`src/rtl/gcd_core.sv`:
```
// +----------------------------------------------------------------------------+
// | gcd_core: 16-bit subtractive GCD engine with operand-select muxes and FSM   |
// | Revision: 1.0                                                               |
// +----------------------------------------------------------------------------+
`default_nettype none

module gcd_mux2 #(
  parameter int WIDTH = 16
) (
  input  logic             sel_i,
  input  logic [WIDTH-1:0] d0_i,
  input  logic [WIDTH-1:0] d1_i,
  output logic [WIDTH-1:0] y_o
);

  assign y_o = sel_i ? d1_i : d0_i;

endmodule

module gcd_core #(
  parameter int WIDTH = 16
) (
  input  logic             clk,
  input  logic             rst_n,
  input  logic             start,
  input  logic [WIDTH-1:0] a_in,
  input  logic [WIDTH-1:0] b_in,
  output logic             busy,
  output logic             done,
  output logic [WIDTH-1:0] gcd_out
);

  typedef enum logic [0:0] {
    S_IDLE = 1'b0,
    S_CALC = 1'b1
  } state_t;

  state_t           state_q;
  logic [WIDTH-1:0] a_q;
  logic [WIDTH-1:0] b_q;
  logic [WIDTH-1:0] gcd_q;
  logic             done_q;
  logic             busy_q;

  logic [WIDTH-1:0] a_d;
  logic [WIDTH-1:0] b_d;
  logic [WIDTH-1:0] w_diff;
  logic             w_sel;
  logic             w_a_zero;
  logic             w_b_zero;
  logic             w_a_eq_b;
  logic             w_a_gt_b;
  logic             w_finish;
  logic             w_accept;
  logic             w_step;
  logic             w_load_a;
  logic             w_load_b;

  assign w_a_zero = (a_q == '0);
  assign w_b_zero = (b_q == '0);
  assign w_a_eq_b = (a_q == b_q);
  assign w_a_gt_b = (a_q > b_q);
  assign w_finish = w_a_zero | w_b_zero | w_a_eq_b;

  // Always larger minus smaller, so the result never wraps.
  assign w_diff   = w_a_gt_b ? (a_q - b_q) : (b_q - a_q);

  assign w_accept = (state_q == S_IDLE) & start;
  assign w_step   = (state_q == S_CALC) & ~w_finish;
  assign w_sel    = (state_q == S_CALC);
  assign w_load_a = w_accept | (w_step & w_a_gt_b);
  assign w_load_b = w_accept | (w_step & ~w_a_gt_b);

  gcd_mux2 #(.WIDTH(WIDTH)) u_mux_a (
    .sel_i (w_sel),
    .d0_i  (a_in),
    .d1_i  (w_diff),
    .y_o   (a_d)
  );

  gcd_mux2 #(.WIDTH(WIDTH)) u_mux_b (
    .sel_i (w_sel),
    .d0_i  (b_in),
    .d1_i  (w_diff),
    .y_o   (b_d)
  );

  always_ff @(posedge clk or negedge rst_n) begin
    if (!rst_n) begin
      a_q <= '0;
      b_q <= '0;
    end else begin
      if (w_load_a) a_q <= a_d;
      if (w_load_b) b_q <= b_d;
    end
  end

  always_ff @(posedge clk or negedge rst_n) begin
    if (!rst_n) begin
      state_q <= S_IDLE;
      gcd_q   <= '0;
      done_q  <= 1'b0;
      busy_q  <= 1'b0;
    end else begin
      done_q <= 1'b0;
      case (state_q)
        S_IDLE: begin
          if (start) begin
            state_q <= S_CALC;
            busy_q  <= 1'b1;
          end
        end
        S_CALC: begin
          if (w_finish) begin
            gcd_q   <= w_a_zero ? b_q : a_q;
            done_q  <= 1'b1;
            busy_q  <= 1'b0;
            state_q <= S_IDLE;
          end
        end
        default: begin
          state_q <= S_IDLE;
          busy_q  <= 1'b0;
        end
      endcase
    end
  end

  assign busy    = busy_q;
  assign done    = done_q;
  assign gcd_out = gcd_q;

endmodule

`default_nettype wire

```
`config.mk`:
```
export PLATFORM = sky130hd
export DESIGN_NAME = gcd_core
export DESIGN_NICKNAME = d
export VERILOG_FILES = /design/src/rtl/gcd_core.sv
export SDC_FILE = /design/constraint.sdc
export NUM_CORES = 1
export LEC_CHECK = 0
export BUFFER_PORTS_ARGS = -buffer_cell sky130_fd_sc_hd__buf_2
export CAP_MARGIN = 5
export CORE_MARGIN = 1.5
export CORE_UTILIZATION = 50
export CTS_BUF_LIST = sky130_fd_sc_hd__clkbuf_4 sky130_fd_sc_hd__clkbuf_8
export CTS_CLUSTER_DIAMETER = 200
export DETAILED_ROUTE_END_ITERATION = 10
export PLACE_DENSITY_LB_ADDON = 0.25
export SETUP_SLACK_MARGIN = 0.1
export SKIP_CTS_REPAIR_TIMING = 1
export SYNTH_ARGS = -nofsm -noshare
export SYNTH_HDL_FRONTEND = slang
export SYNTH_SLANG_ARGS = --single-unit
```
`constraint.sdc`:
```
create_clock -name clk -period 2.9 [get_ports clk]
set_input_delay 0.435 -clock clk [delete_from_list [all_inputs] [get_ports clk]]
set_output_delay 0.435 -clock clk [all_outputs]
set_load 0.02 [all_outputs]
```
After elaboration in Yosys (flattened, before gate mapping):

Index checks and enable logic that the tools add are counted.

* equal/unequal tests: 3
* mux-type cells: 12
* add/sub/neg operators: 2
* $lt $le $gt $ge: 1
* bitwise logic cells: 11
* reductions and logical operators: 4

Operators by type and width (count)
* 16-bit 2-to-1 mux: 4
* 16-bit logical NOT: 2
* 16-bit subtractor: 2
* 16-bit equality test: 1
* 16-bit > comparator: 1
* 1-bit 2-to-1 mux: 6
* 1-bit bitwise AND: 4
* 1-bit bitwise OR: 4
* 1-bit one-hot mux with 2 select lines: 2
* 2-bit AND reduction: 2
* 1-bit NOT: 3
* 2-bit by 1-bit != test with 1-bit output (second input constant): 1
* 2-bit != test (second input constant): 1

* register bits after elaboration: 51
* logic and storage cells: 39
* bits of input ports: 35
* output and inout bits: 18

Depth between registers and ports, before layout:

* word-level depth: 7
* mapped depth: 13

By module:

A second synthesis with hierarchy kept.

* cells, all modules: 455
* area total of the unflattened synthesis: 3990.1 um2

Modules (own cells, without submodules)
* gcd_core: area an instance 3492.1 um2, instances 1, sequential area each 1276.2 um2, cells an instance 419
* gcd_mux2: area an instance 249.0 um2, instances 2, sequential area each 0.0 um2, cells an instance 18

Worst setup path before layout:

OpenSTA, ideal clock, no wires.

* path type: reg-to-reg
* start point: reg a_q[11]
* end point: reg b_q[14]
* path slack: 0.146 ns
* setup time: 0.129 ns
* path buffers: 1
* required time: 2.771 ns
* clock period less this slack: 2.754 ns
* stages on the path, launching flop included: 12
* data arrival time: 2.625 ns
* cells stage by stage: dfrtp_1 inv_1 ha_1 buf_6 a21oi_4 o21ai_2 a311oi_4 a21o_2 mux2_2 or4_1 nand3_1 a22oi_1

* word-level cells in the longest chain between the ends: 7

Ends and longest elaborated chain
* start: declaration: RTL line 39 `logic [WIDTH-1:0] a_q;`
* start signal: assignment: RTL line 90 `a_q <= '0;`
* start signal: assignment: RTL line 93 `if (w_load_a) a_q <= a_d;`
* parallel branches: the longest is 7 deep, another holds 16-bit subtractor
* end signal: assignment: RTL line 91 `b_q <= '0;`
* end signal: assignment: RTL line 94 `if (w_load_b) b_q <= b_d;`
* end: declaration: RTL line 40 `logic [WIDTH-1:0] b_q;`

Several ways; the timed one is not identified.
A chain may end at the register's enable or synchronous reset.

Worst setup path in the final report:

* start point: reg a_q[4]
* end point: reg b_q[14]

Same word-level chain as after synthesis.

==> summary.txt <==
Status: finished, final reports clean
Std cell rows: 32
Crit-path cells: inv_2 -> ha_4 -> nand4_1 -> buf_4 -> a21oi_2 -> buf_4 -> buf_6 -> o41ai_2 -> buf_4 -> buf_12 -> a2111oi_4 -> or4_4 -> nand3_4 -> a22oi_2
First-pass GRT wire length: 19300 um
Delay-heaviest family, CP: simple AND/OR/NAND/NOR gates
Relative slew slack: 53.6%
Final Util: 70.8%
Post-Synthesis Cells: 486
CP peak stage delay: 0.55 ns
Chip height: 93.1 um
Design area: 5530 um2
DRC Markers: 0
Critical path class: reg2reg
Hold Path Class: in2async
Most common cell after layout, fill and taps aside: buf_4
Largest net degree at the start of global routing: 34
Vias in the first global route: 3917
PortBufs: 52
Netlist cell types: 65
Hold WS: 0.157 ns
Peak Freq: 0.355 GHz
Initial antenna violation count: 0
Post-synth EDFFs: 0
Post-synth top area cell: dfrtp_1
CP arrival: 3.01 ns
Grt ovf: 0
Detailed-route vias per instance: 6.02
Via Count: 4232
FFs w/ async S/R, synth: 100%
Initial drt markers: 232
Die area: 8670 um2
Root Driver: clkbuf_8
Nature of the critical path endpoint: register
Setup Viol. Count Final: 0
CP required: 3.09 ns
Crit path time final: 2.82 ns
Worst skew pair latency: 0.31 ns
Startpoint type of the worst setup path: register
CTS tree: built
Synth Net Count: 554
Number of diodes: 0
WL/cell: 19.2 um
Top_reg_cell synth: dfrtp_1
Post-synthesis cell area: 4060 um2
Starting Density: 52.0%
Routing usage on met1: 35.0%
Global routing's busiest layer: met2
CORE AREA: 7810 um2
Top cell type's share of synthesized area: 31.4%
Initial DRT Pass Iterations: 5
Final nets: 669
Register Area: 1280 um2
Slowest cell on crit path: or4_4
Met3 Use GR: 4.96%
GR Util All Layers: 28.9%
Htree depth: 2
Sequential share of the synthesized area: 31.4%
Tightest Pin Transition: 0.696 ns
Final clock period utilization by the worst path: 97.2%
RSZ-0062 raised after global routing: yes
GR Util met2: 51.2%
Maxcap violations: 0
Ys Warns: 0
Clk sinks: 51
DP Area: 4780 um2
Filler instances: 608
CP Max Fanout: 5
Cell mode on critical path: buf_4
Placer congestion estimate: 0.950
Die W: 93.1 um
Clock Skews: 0.00988 ns
Final Max Slew Viols: 0
Final hold violation count: 0
Layout cells sized above 1: 37.1%
Footprint of the multi-input gates: 2910 um2
Post-DRT Antenna Nets: 0
Largest cells by area after synthesis: dfrtp_1 31%, ha_1 9.6%, a21oi_1 7.0%
Worst path buffer plus inverter count: 6
Clk buf depth: 2
Most frequent cells in the layout: 75 x buf_4, 54 x nor2_1, 52 x a21oi_1, 52 x buf_2, 45 x dfrtp_1
Dpl hpwl: 9780 um
Synthesis-to-finish area growth: 36.2%
Num CTS Buffers: 5
Drt total wl: 13500 um
CTS clk-pin slew, worst paths: 0.10 ns
Register bit total from synthesis: 51
I/O Pins: 53
Syn avg cell area: 8.36 um2
[flip-flops by register name, summed over array words and instances, names as in the netlist]
register  count
a_q          16
b_q          16
busy          1
done          1
gcd_out      16
state_q       1
[worst paths after layout]
check / from / end / cells past startpoint / slack (ns)
worst max-delay path: a_q[4]$_DFFE_PN0P_ / b_q[14]$_DFFE_PN0P_ / 14 / 0.08
worst min-delay path: rst_n / a_q[1]$_DFFE_PN0P_ / 1 / 0.16
worst max register to register: a_q[4]$_DFFE_PN0P_ / b_q[14]$_DFFE_PN0P_ / 14 / 0.08
worst min register to register: busy$_DFFE_PN0P_ / busy$_DFFE_PN0P_ / 2 / 0.53
max in group asynchronous: rst_n / a_q[13]$_DFFE_PN0P_ / 2 / 2.08
min in group clk: a_in[3] / a_q[3]$_DFFE_PN0P_ / 3 / 0.37
[through the flow]
| step | worst slack, ns | cells | TNS [ns] |
|---|---|---|---|
| floorplan | 0.146 | 486 | 0 |
| global placement | 0.0152 | 669 | 0 |
| detailed placement | -0.0645 | 669 | -0.143 |
| CTS | -0.0863 | 676 | -0.355 |
| global route | -0.0854 | 703 | -0.180 |
| finish | 0.0808 | 703 | 0 |
[synthesized netlist by cell type (all sizes together) (3+ instances only)]
| library cell | count |
|---|---|
| a21o | 10 |
| a21oi | 61 |
| a22o | 3 |
| a311oi | 4 |
| a41oi | 3 |
| and2 | 4 |
| and3 | 4 |
| and4 | 3 |
| buf | 15 |
| clkbuf | 13 |
| dfrtp | 51 |
| ha | 31 |
| inv | 34 |
| mux2 | 3 |
| mux2i | 19 |
| nand2 | 33 |
| nand3 | 13 |
| nand4 | 5 |
| nor2 | 58 |
| nor2b | 7 |
| nor3 | 12 |
| nor4 | 9 |
| o211ai | 7 |
| o21a | 5 |
| o21ai | 23 |
| o22ai | 5 |
| o31ai | 11 |
| or4 | 3 |
| xnor2 | 4 |
| xor2 | 4 |
[cell families after synthesis]
kind of cell	count (synthesis)	share of synthesized area [%]
adder cells (fa/ha/maj)	33	10.5
flip-flops	51	31.4
multiplexers	22	5.51
XOR/XNOR	8	1.73
AO/OA/AOI/OAI	152	25.0
AND/OR/NAND/NOR	158	19.2
buffers and inverters	62	6.59
[final cells by class]
cell class,count,share of cell area (%)
clock buffers,5,1.24
clock inverters,2,0.679
inverters,34,2.31
multi-input cells,373,52.6
flip-flops and latches,51,23.2
well taps,102,2.31
repair buffers,136,17.7
[worst register-to-register path: cells and delay by family, from the launching register on]
family	cells	cell delay (ns)
buffers and inverters	6	0.73
adder cells (fa/ha/maj)	1	0.20
flip-flops	1	0.46
AND/OR/NAND/NOR	3	0.79
AO/OA/AOI/OAI	4	0.50
[per-layer routing]
metal  vias up  part of all wire [%]
met3        49                   5.0
met1      2027                    40
met4         0                   4.2
met2       179                    51
met5         -                     0
li1       1977                     -
Power is not shown: default switching activity piles up to over one toggle a cycle in this logic, so the estimate is an artifact.
